--- src/rtl/rs232_pkg.sv ---
// Shared constants, types and byte helpers for the RS-232 packet transmitter.
package rs232_pkg;

  localparam int unsigned PKT_BYTES          = 8;
  localparam int unsigned RX_HALF_CYCLES     = 3900;
  // One bit time is two thirds of the receiver's 1.5-bit sampling delay.
  localparam int unsigned BIT_CYCLES_DEFAULT = (RX_HALF_CYCLES * 2) / 3;
  localparam int unsigned CNT_W              = 13;
  localparam int unsigned IDX_W              = 3;
  localparam int unsigned DATA_W             = 32;

  localparam logic [7:0] STX = 8'h02;
  localparam logic [7:0] ETX = 8'h03;
  localparam logic [7:0] PAD = 8'h00;

  // Bit-level phase of the byte serialiser.
  typedef enum logic [1:0] {
    BIT_IDLE  = 2'd0,
    BIT_START = 2'd1,
    BIT_DATA  = 2'd2,
    BIT_STOP  = 2'd3
  } bit_state_e;

  // Packet-level sequencing state.
  typedef enum logic [1:0] {
    PKT_IDLE = 2'd0,
    PKT_SEND = 2'd1,
    PKT_FIN  = 2'd2
  } pkt_state_e;

  // XOR of the four data bytes.
  function automatic logic [7:0] xor_chk(input logic [DATA_W-1:0] d);
    return d[7:0] ^ d[15:8] ^ d[23:16] ^ d[31:24];
  endfunction

  // Byte at position idx of the response packet.
  function automatic logic [7:0] pkt_byte(input logic [IDX_W-1:0]  idx,
                                          input logic [DATA_W-1:0] hold,
                                          input logic [7:0]        chk);
    logic [7:0] b;
    case (idx)
      3'd0:    b = STX;
      3'd1:    b = hold[7:0];
      3'd2:    b = hold[15:8];
      3'd3:    b = hold[23:16];
      3'd4:    b = hold[31:24];
      3'd5:    b = chk;
      3'd6:    b = PAD;
      default: b = ETX;
    endcase
    return b;
  endfunction

endpackage

--- src/rtl/uart_tx_byte.sv ---
// 8N1 LSB-first byte serialiser. A new byte may be loaded in the last cycle
// of the previous stop bit, so consecutive bytes leave no gap on the line.
module uart_tx_byte
  import rs232_pkg::*;
#(
  parameter int unsigned BIT_CYCLES = BIT_CYCLES_DEFAULT
) (
  input  logic       clk,
  input  logic       rst,
  input  logic       start,
  input  logic [7:0] byte_in,
  output logic       tx,
  output logic       ready
);

  localparam logic [CNT_W-1:0] CNT_LAST = CNT_W'(BIT_CYCLES - 1);

  bit_state_e       state_q, state_d;
  logic [CNT_W-1:0] bit_cnt_q, bit_cnt_d;
  logic [IDX_W-1:0] bit_idx_q, bit_idx_d;
  logic [7:0]       shreg_q, shreg_d;
  logic             tx_q, tx_d;
  logic             ready_q, ready_d;

  logic             bit_end_c;
  logic [IDX_W-1:0] bit_idx_inc_c;

  // Next-state: bit timing, bit sequencing and byte load.
  always_comb begin
    state_d       = state_q;
    bit_cnt_d     = bit_cnt_q;
    bit_idx_d     = bit_idx_q;
    shreg_d       = shreg_q;
    tx_d          = tx_q;
    bit_end_c     = (bit_cnt_q == CNT_LAST);
    bit_idx_inc_c = bit_idx_q + IDX_W'(1);

    if (state_q != BIT_IDLE) begin
      bit_cnt_d = bit_end_c ? '0 : bit_cnt_q + CNT_W'(1);
    end

    case (state_q)
      BIT_IDLE: begin
        tx_d      = 1'b1;
        bit_cnt_d = '0;
      end
      BIT_START: begin
        if (bit_end_c) begin
          state_d   = BIT_DATA;
          bit_idx_d = '0;
          tx_d      = shreg_q[0];
        end
      end
      BIT_DATA: begin
        if (bit_end_c) begin
          if (bit_idx_q == IDX_W'(7)) begin
            state_d = BIT_STOP;
            tx_d    = 1'b1;
          end else begin
            bit_idx_d = bit_idx_inc_c;
            tx_d      = shreg_q[bit_idx_inc_c];
          end
        end
      end
      BIT_STOP: begin
        if (bit_end_c) begin
          state_d = BIT_IDLE;
        end
      end
      default: state_d = BIT_IDLE;
    endcase

    if (start && ready_q) begin
      state_d   = BIT_START;
      bit_cnt_d = '0;
      bit_idx_d = '0;
      shreg_d   = byte_in;
      tx_d      = 1'b0;
    end

    ready_d = (state_d == BIT_IDLE) ||
              ((state_d == BIT_STOP) && (bit_cnt_d == CNT_LAST));
  end

  // State and output registers.
  always_ff @(posedge clk) begin
    if (rst) begin
      state_q   <= BIT_IDLE;
      bit_cnt_q <= '0;
      bit_idx_q <= '0;
      shreg_q   <= '0;
      tx_q      <= 1'b1;
      ready_q   <= 1'b1;
    end else begin
      state_q   <= state_d;
      bit_cnt_q <= bit_cnt_d;
      bit_idx_q <= bit_idx_d;
      shreg_q   <= shreg_d;
      tx_q      <= tx_d;
      ready_q   <= ready_d;
    end
  end

  assign tx    = tx_q;
  assign ready = ready_q;

endmodule

--- src/rtl/rs232_tx_packet.sv ---
// RS-232 response packet transmitter: STX, 4 data bytes, CHK, PAD, ETX.
// Optional macro RS232_TX_CHECKSUM_EN: CHK is the XOR of the data bytes,
// otherwise CHK is 0x00.
module rs232_tx_packet
  import rs232_pkg::*;
#(
  parameter int unsigned BIT_CYCLES = BIT_CYCLES_DEFAULT
) (
  input  logic              clk,
  input  logic              rst,
  input  logic              tx_start,
  input  logic [DATA_W-1:0] data_in,
  output logic              tx_out,
  output logic              busy,
  output logic              done
);

  localparam logic [IDX_W-1:0] LAST_IDX = IDX_W'(PKT_BYTES - 1);

  pkt_state_e        state_q, state_d;
  logic [DATA_W-1:0] hold_q, hold_d;
  logic [IDX_W-1:0]  byte_idx_q, byte_idx_d;
  logic              busy_q, busy_d;
  logic              done_q, done_d;

  logic              byte_start_c;
  logic [7:0]        byte_data_c;
  logic [7:0]        chk_c;
  logic [IDX_W-1:0]  byte_idx_inc_c;
  logic              byte_tx;
  logic              byte_ready;

`ifdef RS232_TX_CHECKSUM_EN
  assign chk_c = xor_chk(hold_q);
`else
  assign chk_c = PAD;
`endif

  // Packet sequencing: accept a request, feed bytes back to back, then pulse done.
  always_comb begin
    state_d        = state_q;
    hold_d         = hold_q;
    byte_idx_d     = byte_idx_q;
    busy_d         = busy_q;
    done_d         = 1'b0;
    byte_start_c   = 1'b0;
    byte_data_c    = STX;
    byte_idx_inc_c = byte_idx_q + IDX_W'(1);

    case (state_q)
      PKT_IDLE: begin
        if (tx_start) begin
          hold_d       = data_in;
          byte_idx_d   = '0;
          busy_d       = 1'b1;
          state_d      = PKT_SEND;
          byte_start_c = 1'b1;
          byte_data_c  = STX;
        end
      end
      PKT_SEND: begin
        if (byte_ready) begin
          if (byte_idx_q == LAST_IDX) begin
            state_d = PKT_FIN;
            busy_d  = 1'b0;
            done_d  = 1'b1;
          end else begin
            byte_idx_d   = byte_idx_inc_c;
            byte_start_c = 1'b1;
            byte_data_c  = pkt_byte(byte_idx_inc_c, hold_q, chk_c);
          end
        end
      end
      PKT_FIN: begin
        state_d = PKT_IDLE;
      end
      default: state_d = PKT_IDLE;
    endcase
  end

  // Packet state, hold register and status flags.
  always_ff @(posedge clk) begin
    if (rst) begin
      state_q    <= PKT_IDLE;
      hold_q     <= '0;
      byte_idx_q <= '0;
      busy_q     <= 1'b0;
      done_q     <= 1'b0;
    end else begin
      state_q    <= state_d;
      hold_q     <= hold_d;
      byte_idx_q <= byte_idx_d;
      busy_q     <= busy_d;
      done_q     <= done_d;
    end
  end

  uart_tx_byte #(
    .BIT_CYCLES(BIT_CYCLES)
  ) u_byte (
    .clk    (clk),
    .rst    (rst),
    .start  (byte_start_c),
    .byte_in(byte_data_c),
    .tx     (byte_tx),
    .ready  (byte_ready)
  );

  assign tx_out = byte_tx;
  assign busy   = busy_q;
  assign done   = done_q;

endmodule

--- config.mk ---
export PLATFORM = sky130hd
export DESIGN_NAME = rs232_tx_packet
export DESIGN_NICKNAME = d
export VERILOG_FILES = /design/src/rtl/rs232_pkg.sv /design/src/rtl/uart_tx_byte.sv /design/src/rtl/rs232_tx_packet.sv
export SDC_FILE = /design/constraint.sdc
export NUM_CORES = 1
export LEC_CHECK = 0
export CORE_ASPECT_RATIO = 0.6
export CORE_MARGIN = 8
export CORE_UTILIZATION = 59
export DETAILED_ROUTE_END_ITERATION = 8
export GPL_TIMING_DRIVEN = 0
export PLACE_DENSITY = 0.83
export SLEW_MARGIN = 5
export SYNTH_ARGS = -nofsm -noshare
export SYNTH_HDL_FRONTEND = slang
export SYNTH_SLANG_ARGS = --single-unit
--- constraint.sdc ---
create_clock -name clk -period 5.93 [get_ports clk]
set_input_delay 0.8895 -clock clk [delete_from_list [all_inputs] [get_ports clk]]
set_output_delay 0.8895 -clock clk [all_outputs]
set_load 0.005 [all_outputs]
-- Word level (Yosys, flattened, before mapping)
Index checks and enable logic that the tools add are counted.
- add/sub/neg operators: 3
- magnitude comparators: 1
- eq/ne operators: 24
- multiplexer cells: 42
- bitwise gates (word level): 2
- reductions and logical operators: 20
- operators with widths (kind ; number):
    $mux W13 ; 4
    $pmux W8 S6 ; 1
    $eq A13 B12 Y1 const B ; 2
    $mux W8 ; 3
    $mux W3 ; 6
    $mux W2 ; 8
    $eq A3 B3 Y1 const B ; 5
    $add A13 B1 Y13 const B ; 1
    $mux W1 ; 12
    $pmux W3 S2 ; 2
    $reduce_and A4 Y1 ; 3
    $ne A2 B2 Y1 const B ; 4
    $add A3 B1 Y3 const B ; 2
    $eq A2 B2 Y1 const B ; 3
    $eq A3 B2 Y1 const B ; 2
    $logic_not A2 Y1 ; 3
    $ne A2 B1 Y1 const B ; 3
    $ne A3 B1 Y1 const B ; 2
    $pmux W2 S3 ; 1
    $reduce_and A3 Y1 ; 2
    $reduce_bool A2 Y1 ; 3
    $eq A2 B1 Y1 const B ; 2
    $lt A3 B4 Y1 const B ; 1
    $pmux W1 S2 ; 2
    12 further kinds ; 15
- register bits after elaboration: 67
- bits of input ports: 35
- output and inout port bits: 3
- word-level logic and storage cells: 103

-- Depth between registers and ports, before layout
- depth after elaboration: 9
- mapped depth: 8

-- Hierarchy
From an unflattened synthesis, not the netlist that was laid out.
- cell total of the unflattened synthesis: 392
- area, all modules: 3205.6 sq um
- modules (own cells, without submodules) (module ; times used ; cells an instance ; area an instance (sq um)):
    rs232_tx_packet ; 1 ; 214 ; 1734.2
    uart_tx_byte ; 1 ; 178 ; 1471.4

-- Worst setup path before layout
No wires, ideal clock.
- path type: input-to-reg
- start point: input port tx_start
- end point: register u_byte.bit_cnt_q[7]
- arrival: 2216 ps
- data required time: 5866 ps
- path slack: 3650 ps
- stages on the path: 6
- buffers on the path: 1
- cell sequence: o21ba_2 > and2_1 > or2_2 > or3_1 > buf_2 > nor2_1
- cells in the longest elaborated chain, start to end: 4
- ends and longest elaborated chain (element ; line ; text):
    start: declaration ; rs232_tx_packet.sv:11 ; input logic tx_start,
    $mux W1 ; rs232_tx_packet.sv:52 ; if (tx_start) begin
    $pmux W1 S2 ; rs232_tx_packet.sv:50 ; case (state_q)
    $logic_and A1 B1 Y1 ; uart_tx_byte.sv:73 ; if (start && ready_q) begin
    $mux W13 ; uart_tx_byte.sv:73 ;
    end signal: assignment ; uart_tx_byte.sv:96 ; bit_cnt_q <= bit_cnt_d;
    end: declaration ; uart_tx_byte.sv:19 ; logic [CNT_W-1:0] bit_cnt_q, bit_cnt_d;
No other way between the ends.
A chain may end at the register's enable or synchronous reset.

-- Worst setup path in the final report
Ends and elaborated chain as after synthesis.

==> results_dict.tcl <==
set metrics [dict create \
    worstRegToRegCells 8 \
    postSynthNetCount 430 \
    rrSetupSlack_ns 3.44 \
    most_common_cell_after_layout_fill_and_taps_aside "nand2_1" \
    pwr-share-seq_pct 47.7 \
    placementRows 20 \
    timing.final.crit_period_ns 2.67 \
    start_util_pct 61.5 \
    biggest_area_consumer_among_synthesized_cells "dfxtp_1" \
    setup_total_negative_slack_ns 0 \
    post_synth_instance_area_um2 3140 \
    largest_fanout_on_the_critical_path 10 \
    avgSynthCellArea_um2 8.22 \
    cts_hold_repair.buffers 0 \
    route.final.wire_length_mm 8.08 \
    cpMaxStageDelayCell "or3_1" \
    core-area_um2 5100 \
    dp_hpwl_mm 6.08 \
    vias 2899 \
    grt_most_used_layer "met2" \
    ys_ff_latch 67 \
    grt.overflow.total 0 \
    seq_area_um2 1340 \
    finish.instance_area_um2 3810 \
    regToRegStartpoint "byte_idx_q[1]" \
    cts_sinks 67 \
    critPathKind "in -> reg" \
    cellLeakagePower_nw 1.36 \
    antenna_violating_nets_post_route 0 \
    power_per_cell_area_nw_per_um2 266 \
    setup_repair_after_global_routing_missed_its_margin "false" \
    ir_worst_vdd_uv 139 \
    yosys.area.top_type_share_pct 42.7 \
    drive_gt1_share_pct 6.21 \
    p_sw_mw 0.255 \
    timing.hold.worst.class "reg -> reg" \
    postCtsSetupRepairBufs 0 \
    die-height_um 72.5 \
    intPower_mw 0.758 \
    clockPowerShare_pct 41.5 \
    first_iter_violations 325 \
    drc 0 \
    cts_resized 0 \
    multi_input_comb_area_um2 1670 \
    period_share_pct 45.0 \
    finalMaxSlewViolations 0 \
    final_util_pct 74.7 \
    drt-vias-per-instance 5.79 \
    critical_path_required_ns 6.22 \
    globalRouteMet2Util_pct 30.5 \
    max_freq_ghz 0.375 \
    place_area_um2 3590 \
    timing.rr.end "u_byte.bit_cnt_q[7]" \
    postSynth.topFlopCell "dfxtp_1" \
    gr-usage-met3_pct 6.37 \
    run_status "completed" \
    num-fill-cells 398 \
    final-hold-violation-count 0 \
    place_congestion 0.879 \
    cp_cell_sequence "clkdlybuf4s50_1, o21ba_2, and2_1, or2_2, or3_1, buf_2, nor2_1" \
    worst_skew_ns 0.00996 \
    grt_antenna_before_repair 0 \
    hold_path_startpoint "hold_q[8]" \
    final_nets 478 \
    cp_top_family "simple AND/OR/NAND/NOR gates" \
    num_antenna_cells 0 \
    register_area_share_after_synthesis_pct 42.7 \
    pwr-share-comb_pct 10.9 \
    clockRootBuffer "clkbuf_8" \
    numCtsBuffers 9 \
    final_routed_wire_length_divided_by_cell_count_um 16.1 \
    cts.reportedPaths.clkPinSlew_ns 0.07 \
    whs_endpoint "hold_q[8]" \
    cts-htree-levels 3 \
    grt_pass1_wl_mm 13.3 \
    arrival_ns 2.96 \
    synth_cell_types 49 \
    design.portCount 38 \
    max_cap_viols 0 \
    timing.critical_path.slowest_cell_delay_ns 0.48 \
    fp.dieW_um 110 \
    ys.warnings.count 0 \
    cp-start-kind "input pin" \
    setup-violations-final 0 \
    areaGrowthSynthToFinish_pct 21.4 \
    total_power_mw 1.01 \
    max_slew_margin_pct 45.8 \
    synth_top_cells_by_area "dfxtp_1, nand2_1, a21oi_1, ha_1, nor2_1" \
    critPathBufInv 2 \
    min_delay_path_depth 2 \
    place.port_buffers 37 \
    pin_count_of_the_biggest_net_entering_global_routing 13 \
    synthCells 382 \
    worst_pin_slew_ns 0.811 \
    die-area_um2 7990 \
    synth_enable_flop_cells 0 \
    layout.cells.most_common_list "nand2_1, dfxtp_1, a21oi_1, clkdlybuf4s50_1, nor2_1" \
    grt_use_total_pct 21.5 \
    final.hold.worst_slack_ns 0.460 \
    via_count_of_the_first_global_routing_pass 2757 \
    cts.path.max_buffers 2 \
    global_route.usage.met1_pct 30.4 \
    synth-async-reset-ratio_pct 0 \
    power_switching_share_pct 25.2 \
    clk-insertion-delay-late_ns 0.36 \
    detailedRoute.firstPassIterationCount 8 \
    cp-end-kind "flip-flop" \
    tritoncts "built" \
]
==> per-stage QoR <==
step	std cells	worst slack [ns]
after floorplan	382	3.65
after global placement	485	2.98
after detailed placement	485	2.94
after CTS	501	3.31
after global routing	501	3.21
final	501	3.26
==> cells by family after synthesis <==
kind of cell / count (synthesis) / synth area share (%)
AND/OR/NAND/NOR: 161 / 23.7
multiplexers: 4 / 2.11
adder cells (fa/ha/maj): 13 / 5.18
AO/OA/AOI/OAI: 91 / 18.6
flip-flops: 67 / 42.7
buffers and inverters: 33 / 4.02
XOR/XNOR: 13 / 3.63
==> layer usage <==
layer | up-vias | routed length [µm]
li1 | 1445 | -
met1 | 1315 | 3770
met2 | 127 | 3440
met3 | 12 | 776
met4 | 0 | 97
met5 | - | 0
==> how the worst max path moves through the flow <==
stage                  start              endpoint  depth (start not counted)
global placement    tx_start  u_byte.bit_cnt_q[10]                          7
floorplan           tx_start   u_byte.bit_cnt_q[7]                          6
global route        tx_start   u_byte.bit_cnt_q[7]                          7
detailed placement  tx_start   u_byte.bit_cnt_q[5]                          7
finish              tx_start   u_byte.bit_cnt_q[7]                          7
CTS                 tx_start   u_byte.bit_cnt_q[7]                          7
==> power by group through the flow <==
stage                     combinational [mW]  sequential (mW)  clock, mW
after floorplan                       0.0627            0.488          0
after global placement                 0.104            0.491          0
after detailed placement               0.108            0.493          0
after CTS                              0.109            0.482      0.424
after global routing                   0.122            0.485      0.442
final                                  0.110            0.483      0.420
==> area by class of cell <==
| type | count | area share, % |
|---|---|---|
| buffer | 24 | 2.43 |
| clock buffer | 10 | 3.35 |
| clock inverter | 6 | 2.36 |
| inverter | 9 | 0.886 |
| multi-input combinational | 282 | 43.9 |
| sequential | 67 | 35.2 |
| tap | 66 | 2.17 |
| timing repair buffer | 37 | 9.72 |
==> tightest hold or removal path, delay by kind of cell, from the launching register on <==
family / cells / cell delay, ns
AND/OR/NAND/NOR: 1 / 0.05
flip-flops: 1 / 0.31
AO/OA/AOI/OAI: 1 / 0.05
==> registers in the layout, summed over array words and instances (netlist names) <==
signal and count:
u_byte.shreg_q 8, state_q 2, u_byte.bit_idx_q 3, done 1, u_byte.state_q 2, u_byte.bit_cnt_q 13, hold_q 32, u_byte.tx 1
busy 1, byte_idx_q 3, u_byte.ready 1
==> synth_stat cells, types with 3 or more instances <==
cell type,count
a21oi_1,38
a222oi_1,8
a22o_1,7
a22oi_1,4
buf_1,3
clkbuf_1,19
dfxtp_1,67
ha_1,13
inv_1,9
nand2_1,72
nand2b_1,6
nand3_1,15
nor2_1,33
nor3_1,6
nor4_1,5
o21ai_0,16
or3_1,3
xnor2_1,7
xor2_1,6
Note: power is estimated with default switching activity, not from simulation.
